===== config.mk =====
export PLATFORM = sky130hd
export DESIGN_NAME = uart_tx_arb
export DESIGN_NICKNAME = d
export VERILOG_FILES = /design/src/rtl/uart_tx_arb.sv
export SDC_FILE = /design/constraint.sdc
export NUM_CORES = 1
export LEC_CHECK = 0
export BUFFER_PORTS_ARGS = -buffer_cell sky130_fd_sc_hd__buf_2
export CORE_ASPECT_RATIO = 0.8
export CORE_MARGIN = 2
export CORE_UTILIZATION = 48
export CTS_BUF_LIST = sky130_fd_sc_hd__clkbuf_2 sky130_fd_sc_hd__clkbuf_4 sky130_fd_sc_hd__clkbuf_8
export DETAILED_ROUTE_END_ITERATION = 16
export GPL_ROUTABILITY_DRIVEN = 1
export PLACE_DENSITY = 0.77
export SYNTH_ARGS = -nofsm -noshare
export SYNTH_HDL_FRONTEND = slang
export SYNTH_SLANG_ARGS = --single-unit
export TNS_END_PERCENT = 20

===== constraint.sdc =====
create_clock -name sclk -period 2.06 [get_ports sclk]
set_input_delay 0.309 -clock sclk [delete_from_list [all_inputs] [get_ports sclk]]
set_output_delay 0.309 -clock sclk [all_outputs]
set_load 0.02 [all_outputs]

===== src/rtl/uart_tx_arb.sv =====
// uart_tx_arb: two-requester round-robin arbiter in front of a UART transmitter.
// A granted byte is framed as start/8 data bits LSB first/stop. The baud
// generator supplies the bit timing. Each frame is followed by GAP_CYC idle-high
// cycles before the next grant.
// Ports:
//   sclk, rst_n          clock, async active-low reset
//   a_req/a_data/a_ack   requester A (req held until ack, ack is a 1-cycle pulse)
//   b_req/b_data/b_ack   requester B
//   tx_flag              enable to the baud generator tx half (high in SEND)
//   tx_bit_flag          mid-bit strobe from the baud generator
//   tx_bit_cnt           bit index from the baud generator (0..9)
//   tx                   serial line
//   busy                 high whenever not IDLE
//   frame_done           1-cycle pulse on the stop-bit strobe
module uart_tx_arb #(
  parameter int GAP_CYC = 435
) (
  input  logic       sclk,
  input  logic       rst_n,
  input  logic       a_req,
  input  logic [7:0] a_data,
  output logic       a_ack,
  input  logic       b_req,
  input  logic [7:0] b_data,
  output logic       b_ack,
  output logic       tx_flag,
  input  logic       tx_bit_flag,
  input  logic [3:0] tx_bit_cnt,
  output logic       tx,
  output logic       busy,
  output logic       frame_done
);

  typedef enum logic [1:0] {IDLE, SEND, GAP} state_t;

  state_t     state_q, state_d;
  logic [7:0] data_q, data_d;
  logic [8:0] gap_cnt_q, gap_cnt_d;
  logic       last_b_q, last_b_d;   // 1: B was granted most recently
  logic       a_ack_q, a_ack_d;
  logic       b_ack_q, b_ack_d;
  logic       tx_q, tx_d;
  logic       tx_flag_q, tx_flag_d;
  logic       busy_q, busy_d;
  logic       frame_done_q, frame_done_d;
  logic       grant_a;
  logic [3:0] bit_idx;

  always_comb begin
    state_d      = state_q;
    data_d       = data_q;
    gap_cnt_d    = gap_cnt_q;
    last_b_d     = last_b_q;
    tx_d         = tx_q;
    a_ack_d      = 1'b0;
    b_ack_d      = 1'b0;
    frame_done_d = 1'b0;
    // A wins unless B also asks and A was served last.
    grant_a      = a_req && (!b_req || last_b_q);
    bit_idx      = tx_bit_cnt - 4'd1;

    case (state_q)
      IDLE: begin
        tx_d = 1'b1;
        if (a_req || b_req) begin
          state_d = SEND;
          if (grant_a) begin
            data_d   = a_data;
            a_ack_d  = 1'b1;
            last_b_d = 1'b0;
          end else begin
            data_d   = b_data;
            b_ack_d  = 1'b1;
            last_b_d = 1'b1;
          end
        end
      end
      SEND: begin
        // Line only moves on a strobe. Indices above 9 are ignored.
        if (tx_bit_flag) begin
          if (tx_bit_cnt == 4'd0) begin
            tx_d = 1'b0;
          end else if (tx_bit_cnt <= 4'd8) begin
            tx_d = data_q[bit_idx[2:0]];
          end else if (tx_bit_cnt == 4'd9) begin
            tx_d         = 1'b1;
            state_d      = GAP;
            gap_cnt_d    = '0;
            frame_done_d = 1'b1;
          end
        end
      end
      GAP: begin
        tx_d = 1'b1;
        if (gap_cnt_q == 9'(GAP_CYC - 1)) begin
          state_d   = IDLE;
          gap_cnt_d = '0;
        end else begin
          gap_cnt_d = gap_cnt_q + 9'd1;
        end
      end
      default: state_d = IDLE;
    endcase

    tx_flag_d = (state_d == SEND);
    busy_d    = (state_d != IDLE);
  end

  always_ff @(posedge sclk or negedge rst_n) begin
    if (!rst_n) begin
      state_q      <= IDLE;
      data_q       <= '0;
      gap_cnt_q    <= '0;
      last_b_q     <= 1'b1;
      a_ack_q      <= 1'b0;
      b_ack_q      <= 1'b0;
      tx_q         <= 1'b1;
      tx_flag_q    <= 1'b0;
      busy_q       <= 1'b0;
      frame_done_q <= 1'b0;
    end else begin
      state_q      <= state_d;
      data_q       <= data_d;
      gap_cnt_q    <= gap_cnt_d;
      last_b_q     <= last_b_d;
      a_ack_q      <= a_ack_d;
      b_ack_q      <= b_ack_d;
      tx_q         <= tx_d;
      tx_flag_q    <= tx_flag_d;
      busy_q       <= busy_d;
      frame_done_q <= frame_done_d;
    end
  end

  assign a_ack      = a_ack_q;
  assign b_ack      = b_ack_q;
  assign tx         = tx_q;
  assign tx_flag    = tx_flag_q;
  assign busy       = busy_q;
  assign frame_done = frame_done_q;

endmodule


[Word-level counts from Yosys, hierarchy flattened]
Index checks and enable logic that the tools add are counted.
Word-level totals
  bits of input ports: 25
  register bits after elaboration: 26
Cells by class
  $add $sub $neg: 2
  equal/unequal tests: 10
  magnitude comparators: 2
  multiplexer cells: 32
  reductions and logical operators: 13
Operators by type and width (number)
  $mux W9: 5
  $pmux W9 S2: 1
  $mux W1: 16
  $mux W2: 6
  $add A9 B1 Y9 const B: 1
  $eq A9 B9 Y1 const B: 1
  $mux W8: 1
  $ne A2 B2 Y1 const B: 4
  $pmux W2 S3: 1
  $reduce_bool A2 Y1: 3
  $reduce_and A5 Y1: 1
  $eq A2 B1 Y1 const B: 2
  $eq A4 B4 Y1 const B: 1
  $le A4 B4 Y1 const B: 1
  $logic_not A4 Y1: 1
  $lt A3 B4 Y1 const B: 1
  $ne A4 B4 Y1 const B: 1
  $bmux W1 S3: 1
  $reduce_and A3 Y1: 1
  $sub A3 B1 Y3 const B: 1
  $eq A2 B2 Y1 const B: 1
  $logic_not A2 Y1: 1
  $logic_or A1 B1 Y1: 2
  $pmux W1 S2: 1
  4 further kinds: 4

[Longest topological paths before layout]
Gate-level depths: netlist of run 1.
  depth after elaboration: 7
  depth in mapped cells: 7
  gate-level depth less buffers: 6

[Worst setup path before layout of run 1]
Ideal clock, no wire load.
  kind: reg-to-reg
  start: register gap_cnt_q[0]
  end: register busy_q (netlist: busy)
  arrival time: 1608 ps
  setup time: 131 ps
  setup slack: 321 ps
  buffers on the path: 1
  required time: 1929 ps
  cell stages (with the launch flop): 7
  period minus slack after synthesis: 1739 ps
  cells stage by stage: dfrtp_1 inv_1 ha_1 nand4b_4 o41a_1 buf_6 or3_1
On the way
  cells in the longest elaborated chain, start to end: 4
RTL lines
  start: declaration: RTL line 38  | logic [8:0] gap_cnt_q, gap_cnt_d;
  start signal: assignment: RTL line 124  | gap_cnt_q <= gap_cnt_d;
  $eq A9 B9 Y1: RTL line 95  | if (gap_cnt_q == 9'(GAP_CYC - 1)) begin
  $mux W2: RTL line 95
  $pmux W2 S3: RTL line 62  | case (state_q)
  $reduce_bool A2 Y1: RTL line 106  | busy_d = (state_d != IDLE);
  via busy_d: RTL line 44  | logic busy_q, busy_d;
  end signal: assignment: RTL line 130  | busy_q <= busy_d;
  end: declaration: RTL line 44
The timed path passes the listed nets, and every way through them passes these cells.
A chain may end at the register's enable or synchronous reset.

[Final worst setup path of run 1]
Same ends and word-level chain as after synthesis.

==> impl_metrics.json, run 1 <==
{
  "run_status": "complete, no violations",
  "gp_congestion": 0.816,
  "globalRoute.totalOverflow": 0,
  "hold_violations": 0,
  "seqCellArea_sq_um": 653,
  "placeableCoreArea_sq_um": 2740,
  "finish.utilization_pct": 59.1,
  "cts_num_sinks": 26,
  "maxSlewViolCount": 0,
  "port_buffers": 30,
  "post-route-worst-setup-slack_ps": 188,
  "clkPwrFrac_pct": 15.5,
  "final_antenna_net_count": 0,
  "final_common_cell": "buf_2",
  "initial_antenna_violation_count": 0,
  "crit_chain": "inv_1, ha_1, nand4b_4, o41a_1, or3_1",
  "synth.yosys.warnings": 0,
  "synth_nets": 162,
  "first_pass_grt_wire_length_mm": 4.42,
  "dominantRegCellSynth": "dfrtp_1",
  "post-synth-top-area-fraction_pct": 43.7,
  "cts.clk_slew.worst_paths_ps": 140,
  "worst-endpoint-arrival_ps": 2090,
  "synth.top_cells.by_area": "dfrtp_1 44%, mux2i_1 9.5%, ha_1 4.6%",
  "synth-edff-count": 0,
  "drv.max_cap_violation_count": 0,
  "timing.critical_path.fanout_max": 13,
  "power.switching_mw": 0.589,
  "routed_wire_length_per_instance_microns": 12.7,
  "postSynthAreaPerCell_sq_um": 10.4,
  "num-fill-cells": 222,
  "worstSetupStartpointType": "flop",
  "min-delay-path-class": "input port to flop",
  "power.sequential.fraction_pct": 52.3,
  "critical_path_class": "flop to flop",
  "grt_setup_unrepaired": "false",
  "synthDistinctLibCells": 31,
  "vias_post_dr": 1097,
  "drt_wirelength_mm": 2.59,
  "power.share.switching_pct": 35.4,
  "ys_seq_elements": 26,
  "p_int_mw": 1.07,
  "cts_tree": "yes",
  "post-route-cell-area_sq_um": 1620,
  "preCtsSetupSlack_ps": 42.8,
  "clk_root_buffer_cell": "clkbuf_4",
  "finish.net_count": 197,
  "layout-area-overhead-vs-synth_pct": 18.0,
  "syn-cell-area_sq_um": 1370,
  "min_period_over_period_pct": 90.8,
  "comb_power_share_pct": 32.2,
  "setup.worst_path.end_class": "flop",
  "cts.repair_timing.setup_buffer_count": 0,
  "area_of_the_multi_input_gates_sq_um": 672,
  "first_iter_violations": 51,
  "grt_util_all_layers_pct": 17.3,
  "pwrdens_nw_per_um2": 1030,
  "floorplan.rows": 17,
  "worst_skew_late_latency_ps": 320,
  "total_power_of_the_final_layout_mw": 1.66,
  "power.leakage_nw": 0.815,
  "drc": 0,
  "share_of_synthesized_area_occupied_by_flip_flops_and_latches_pct": 47.5,
  "drt_first_pass_iters": 4,
  "clock.fmax_mhz": 534,
  "layout.cells.most_common_list": "30 x buf_2, 24 x dfrtp_1, 13 x mux2i_1",
  "worst-slew-pin-transition_ps": 730,
  "path_depth_of_the_worst_reg2reg_path": 5,
  "cts.htree.levels": 1,
  "maxSlewHeadroom_pct": 51.1,
  "worst_clock_skew_ps": 10.5,
  "hold-worst-slack_ps": 173,
  "antenna_cells": 0,
  "synth_async_sr_flop_share_pct": 100,
  "min_path_cells": 2,
  "clock_tree.buffer_depth": 2,
  "postPlaceCellArea_sq_um": 1580,
  "io_pins": 31,
  "cp_data_required_time_ps": 2280,
  "timing.critical_path.slowest_cell_delay_ps": 500,
  "first_global_vias": 1073,
  "peak_supply_drop_uv": 473,
  "dieWidth_microns": 63.8,
  "grt_max_degree": 27,
  "cts_buffers": 3,
  "synth_top_cell_by_area": "dfrtp_1",
  "synthesized_netlist_cell_count": 132,
  "placed_wire_length_estimate_mm": 1.95,
  "initial_utilization_pct": 50.1,
  "post-route-min-period_ps": 1870,
  "die_h_microns": 51.9,
  "post_route_cells_drive_above_1_share_pct": 26.5,
  "routed_vias_inst": 5.38,
  "crit_slowest_cell": "o41a_1",
  "setup-violations-final": 0,
  "dp_cells": 199,
  "stdcell_count": 204,
  "final.setup.tns_ps": 0,
  "dieArea_sq_um": 3310
}
==> worst max-delay path, delay by kind of cell (launching register included) <==
| kind | cells | cell delay, ps |
|---|---|---|
| AND/OR/NAND/NOR | 2 | 550 |
| buffers and inverters | 1 | 80 |
| flip-flops | 1 | 450 |
| AO/OA/AOI/OAI | 1 | 500 |
| adder cells (fa/ha/maj) | 1 | 200 |
==> registers in the layout, indices dropped and copies added, names as in the netlist <==
| name | count |
|---|---|
| tx | 1 |
| data_q | 8 |
| b_ack | 1 |
| tx_flag | 1 |
| busy | 1 |
| gap_cnt_q | 9 |
| state_q | 2 |
| frame_done | 1 |
| a_ack | 1 |
| last_b_q | 1 |
==> routing by layer <==
layer  vias to the layer above  GRT usage [%]  part of all wire (%)
met2                        25           30.6                    47
met1                       528           21.3                    49
met3                         2           3.90                   3.7
met5                         -              0                     0
li1                        542              -                     -
met4                         0           5.07                  0.81
==> repair_timing <==
item | CTS | global route
hold endpoints to repair | 24 | 0
hold buffers | 1 | 0
gates resized for setup | 0 | 0
==> worst paths after layout <==
path / startpoint / endpoint / slack, ps
max in group asynchronous: rst_n / gap_cnt_q[1]$_DFFE_PN0P_ / 1180
min reg2reg: last_b_q$_DFFE_PN1P_ / last_b_q$_DFFE_PN1P_ / 520
max reg2reg: gap_cnt_q[0]$_DFFE_PN0P_ / busy$_DFF_PN0_ / 190
min: tx_bit_flag / tx$_DFFE_PN1P_ / 170
min in group asynchronous: rst_n / data_q[7]$_DFFE_PN0P_ / 490
max: gap_cnt_q[0]$_DFFE_PN0P_ / busy$_DFF_PN0_ / 190
==> area by class of cell <==
cell class | instances | area share, %
well taps | 38 | 2.93
repair buffers | 34 | 11.3
clock buffers | 4 | 2.24
flip-flops and latches | 26 | 40.3
inverters | 8 | 1.85
multi-input cells | 94 | 41.4
==> cells by family (layout without fill, tap and decap cells) <==
| logic type | count (synthesis) | in the layout | synth area share, % |
|---|---|---|---|
| xor gates and xnor gates | 1 | 1 | 0.638 |
| buffers and inverters | 12 | 46 | 3.92 |
| adders and majority gates | 6 | 6 | 5.28 |
| and+or+nand+nor | 43 | 43 | 16.7 |
| DFF | 26 | 26 | 47.5 |
| muxes | 15 | 15 | 12.7 |
| AOI/OAI and AO/OA | 29 | 29 | 13.2 |
==> power groups by stage <==
stage	Combinational [mW]	Clock (mW)	Sequential, mW
floorplan	0.358	0	0.874
global placement	0.516	0	0.869
detailed placement	0.540	0	0.877
CTS	0.541	0.269	0.866
global route	0.597	0.291	0.895
finish	0.536	0.257	0.870
==> synthesized netlist by cell type, types with 3 or more instances <==
| library cell | count |
|---|---|
| nor2b_1 | 3 |
| mux2i_1 | 13 |
| a21o_1 | 8 |
| inv_1 | 8 |
| nand2_1 | 8 |
| nor2_1 | 12 |
| ha_1 | 5 |
| nand3_1 | 5 |
| a21oi_1 | 12 |
| nor3_1 | 6 |
| dfrtp_1 | 24 |
| o21ai_0 | 4 |
Note: power is estimated with default switching activity, not from simulation.
==> run 2, diff against run 1 <==
--- a/config.mk
+++ b/config.mk
@@ -12,7 +12,9 @@
 export CTS_BUF_LIST = sky130_fd_sc_hd__clkbuf_2 sky130_fd_sc_hd__clkbuf_4 sky130_fd_sc_hd__clkbuf_8
 export DETAILED_ROUTE_END_ITERATION = 16
 export GPL_ROUTABILITY_DRIVEN = 1
+export GPL_TIMING_DRIVEN = 0
 export PLACE_DENSITY = 0.77
+export RECOVER_POWER = 50
 export SYNTH_ARGS = -nofsm -noshare
 export SYNTH_HDL_FRONTEND = slang
 export SYNTH_SLANG_ARGS = --single-unit
==> run 2 against run 1 <==
Routed wire length increased by 5.3%. Register-to-register slack got worse by 20 ps. Setup slack got worse by 25 ps. Combinational power about the same. Die area unchanged. Global-route usage increased by 0.96 points. Clock power about the same. First-iteration DRC count increased by 29%. Final cell count increased by 0.49%. Critical path depth increased by 1. Critical path type unchanged. Critical endpoint is now gap_cnt_q[5]$_DFFE_PN0P_. Largest power group unchanged.
==> impl_metrics.json, run 2 (same netlist as run 1, synthesis figures left out) <==
{
  "power.share.switching_pct": 35.8,
  "layout-area-overhead-vs-synth_pct": 17.4,
  "critPathBufInv": 1,
  "first_pass_grt_wire_length_mm": 4.66,
  "final_antenna_net_count": 0,
  "p_int_mw": 1.06,
  "timing.critical_path.fanout_max": 6,
  "placeableCoreArea_sq_um": 2740,
  "grt_max_degree": 27,
  "met1Wirelength_mm": 1.27,
  "timing.rr.start": "gap_cnt_q[0]$_DFFE_PN0P_",
  "dieArea_sq_um": 3310,
  "floorplan.rows": 17,
  "comb_power_share_pct": 32.3,
  "r2r_setup_slk_ps": 160,
  "final_common_cell": "buf_2",
  "cts.htree.levels": 1,
  "io_pins": 31,
  "initial_antenna_violation_count": 0,
  "placed_wire_length_estimate_mm": 2.08,
  "run_status": "complete, no violations",
  "preCtsSetupSlack_ps": -4.08,
  "layout.cells.most_common_list": "27 x buf_2, 24 x dfrtp_1, 13 x mux2i_1",
  "maxSlewViolCount": 0,
  "maxSlewHeadroom_pct": 10.2,
  "peak_supply_drop_uv": 466,
  "globalRoute.totalOverflow": 0,
  "cts_num_sinks": 26,
  "routed_length_on_met3_microns": 141,
  "clock.fmax_mhz": 527,
  "first_global_vias": 1078,
  "largest_registers": "gap_cnt_q (9), data_q (8), state_q (2)",
  "min-delay-path-class": "input port to flop",
  "port_buffers": 30,
  "worst_hold_startpoint": "tx_bit_flag",
  "drt_wirelength_mm": 2.72,
  "first_iter_violations": 66,
  "cp_top_family": "compound AO/OA/AOI/OAI gates",
  "worst-endpoint-arrival_ps": 2110,
  "crit_slowest_cell": "o41ai_1",
  "cts.repair_timing.setup_buffer_count": 0,
  "cts_tree": "yes",
  "path_depth_of_the_worst_reg2reg_path": 6,
  "clock_tree.buffer_depth": 2,
  "pwrdens_nw_per_um2": 1020,
  "clk_root_buffer_cell": "clkbuf_4",
  "critical_path_class": "flop to flop",
  "reg2reg_to": "gap_cnt_q[5]$_DFFE_PN0P_",
  "power.leakage_nw": 0.799,
  "antenna_cells": 0,
  "drt_first_pass_iters": 5,
  "met2_wirelength_mm": 1.27,
  "routed_vias_inst": 5.44,
  "cts_hold_buf": 1,
  "dp_cells": 200,
  "worst-slew-pin-transition_ps": 1350,
  "worst_skew_late_latency_ps": 320,
  "highest_layer": "met4",
  "initial_utilization_pct": 50.1,
  "clkPwrFrac_pct": 15.4,
  "worstSetupStartpointType": "flop",
  "die_h_microns": 51.9,
  "setup.worst_path.end_class": "flop",
  "dieWidth_microns": 63.8,
  "vias_post_dr": 1115,
  "post_route_cells_drive_above_1_share_pct": 22.8,
  "min_path_cells": 2,
  "gp_congestion": 0.864,
  "min_period_over_period_pct": 92.0,
  "drv.max_cap_violation_count": 0,
  "largest_register_ff_count": 9,
  "drc": 0,
  "power.switching_mw": 0.591,
  "seqCellArea_sq_um": 653,
  "finish.net_count": 198,
  "cts.clk_slew.worst_paths_ps": 150,
  "post-route-min-period_ps": 1900,
  "timing.critical_path.slowest_cell_delay_ps": 650,
  "crit_chain": "inv_1, ha_1, nand4b_4, o41ai_1, nor3_1, a21o_1",
  "num-fill-cells": 239,
  "worst_clock_skew_ps": 15.0,
  "routed_wire_length_per_instance_microns": 13.3,
  "cts_buffers": 3,
  "register_name_with_the_most_flops": "gap_cnt_q",
  "cp_data_required_time_ps": 2280,
  "grt_util_all_layers_pct": 18.2,
  "setup-violations-final": 0,
  "stdcell_count": 205,
  "grt_setup_unrepaired": "false",
  "power.sequential.fraction_pct": 52.3,
  "post-route-worst-setup-slack_ps": 164,
  "hold_violations": 0,
  "worst_case_hold_path_end_point": "tx$_DFFE_PN1P_",
  "area_of_the_multi_input_gates_sq_um": 667,
  "cts-resized-gates": 0
}
run 2: area by class of cell:
cell class | instances | area share, %
buffer | 4 | 1.47
clock buffer | 4 | 2.25
inverter | 8 | 1.86
multi-input combinational | 94 | 41.3
sequential | 26 | 40.5
tap | 38 | 2.95
timing repair buffer | 31 | 9.62
run 2: routing by layer:
layer / track usage (%) / up-vias
li1: - / 539
met2: 31.1 / 31
met1: 23.3 / 541
met3: 4.76 / 4
met4: 4.71 / 0
met5: 0 / -
run 2: power groups by stage:
stage	Sequential [mW]	Combinational (mW)	Clock, mW
6_report	0.864	0.533	0.255
2_1_floorplan	0.874	0.358	0
4_1_cts	0.860	0.542	0.263
3_5_place_dp	0.871	0.537	0
3_3_place_gp	0.860	0.513	0
5_1_grt	0.890	0.598	0.283
run 2: worst max path at each step:
stage	startpoint	to	slack [ps]	depth (start not counted)
6_report	gap_cnt_q[0]$_DFFE_PN0P_	gap_cnt_q[5]$_DFFE_PN0P_	160	6
5_1_grt	gap_cnt_q[0]$_DFFE_PN0P_	gap_cnt_q[8]$_DFFE_PN0P_	10	6
4_1_cts	gap_cnt_q[0]$_DFFE_PN0P_	gap_cnt_q[5]$_DFFE_PN0P_	160	6
3_5_place_dp	tx_bit_cnt[0]	gap_cnt_q[8]$_DFFE_PN0P_	-4	7
3_3_place_gp	tx_bit_cnt[0]	gap_cnt_q[5]$_DFFE_PN0P_	40	7
2_1_floorplan	gap_cnt_q[0]$_DFFE_PN0P_	busy$_DFF_PN0_	320	6
run 2: metrics by stage:
stage                     utilization, %  total power, mW  cell area (sq um)  setup TNS [ps]  hold slack [ps]
final                               58.8             1.65               1610               0              172
after global routing                58.8             1.77               1610               0              177
after CTS                           59.0             1.66               1620               0              160
after detailed placement            57.3             1.41               1570           -5.49              342
after global placement              57.3             1.37               1570               0              333
after floorplan                        -             1.23               1370               0             13.4
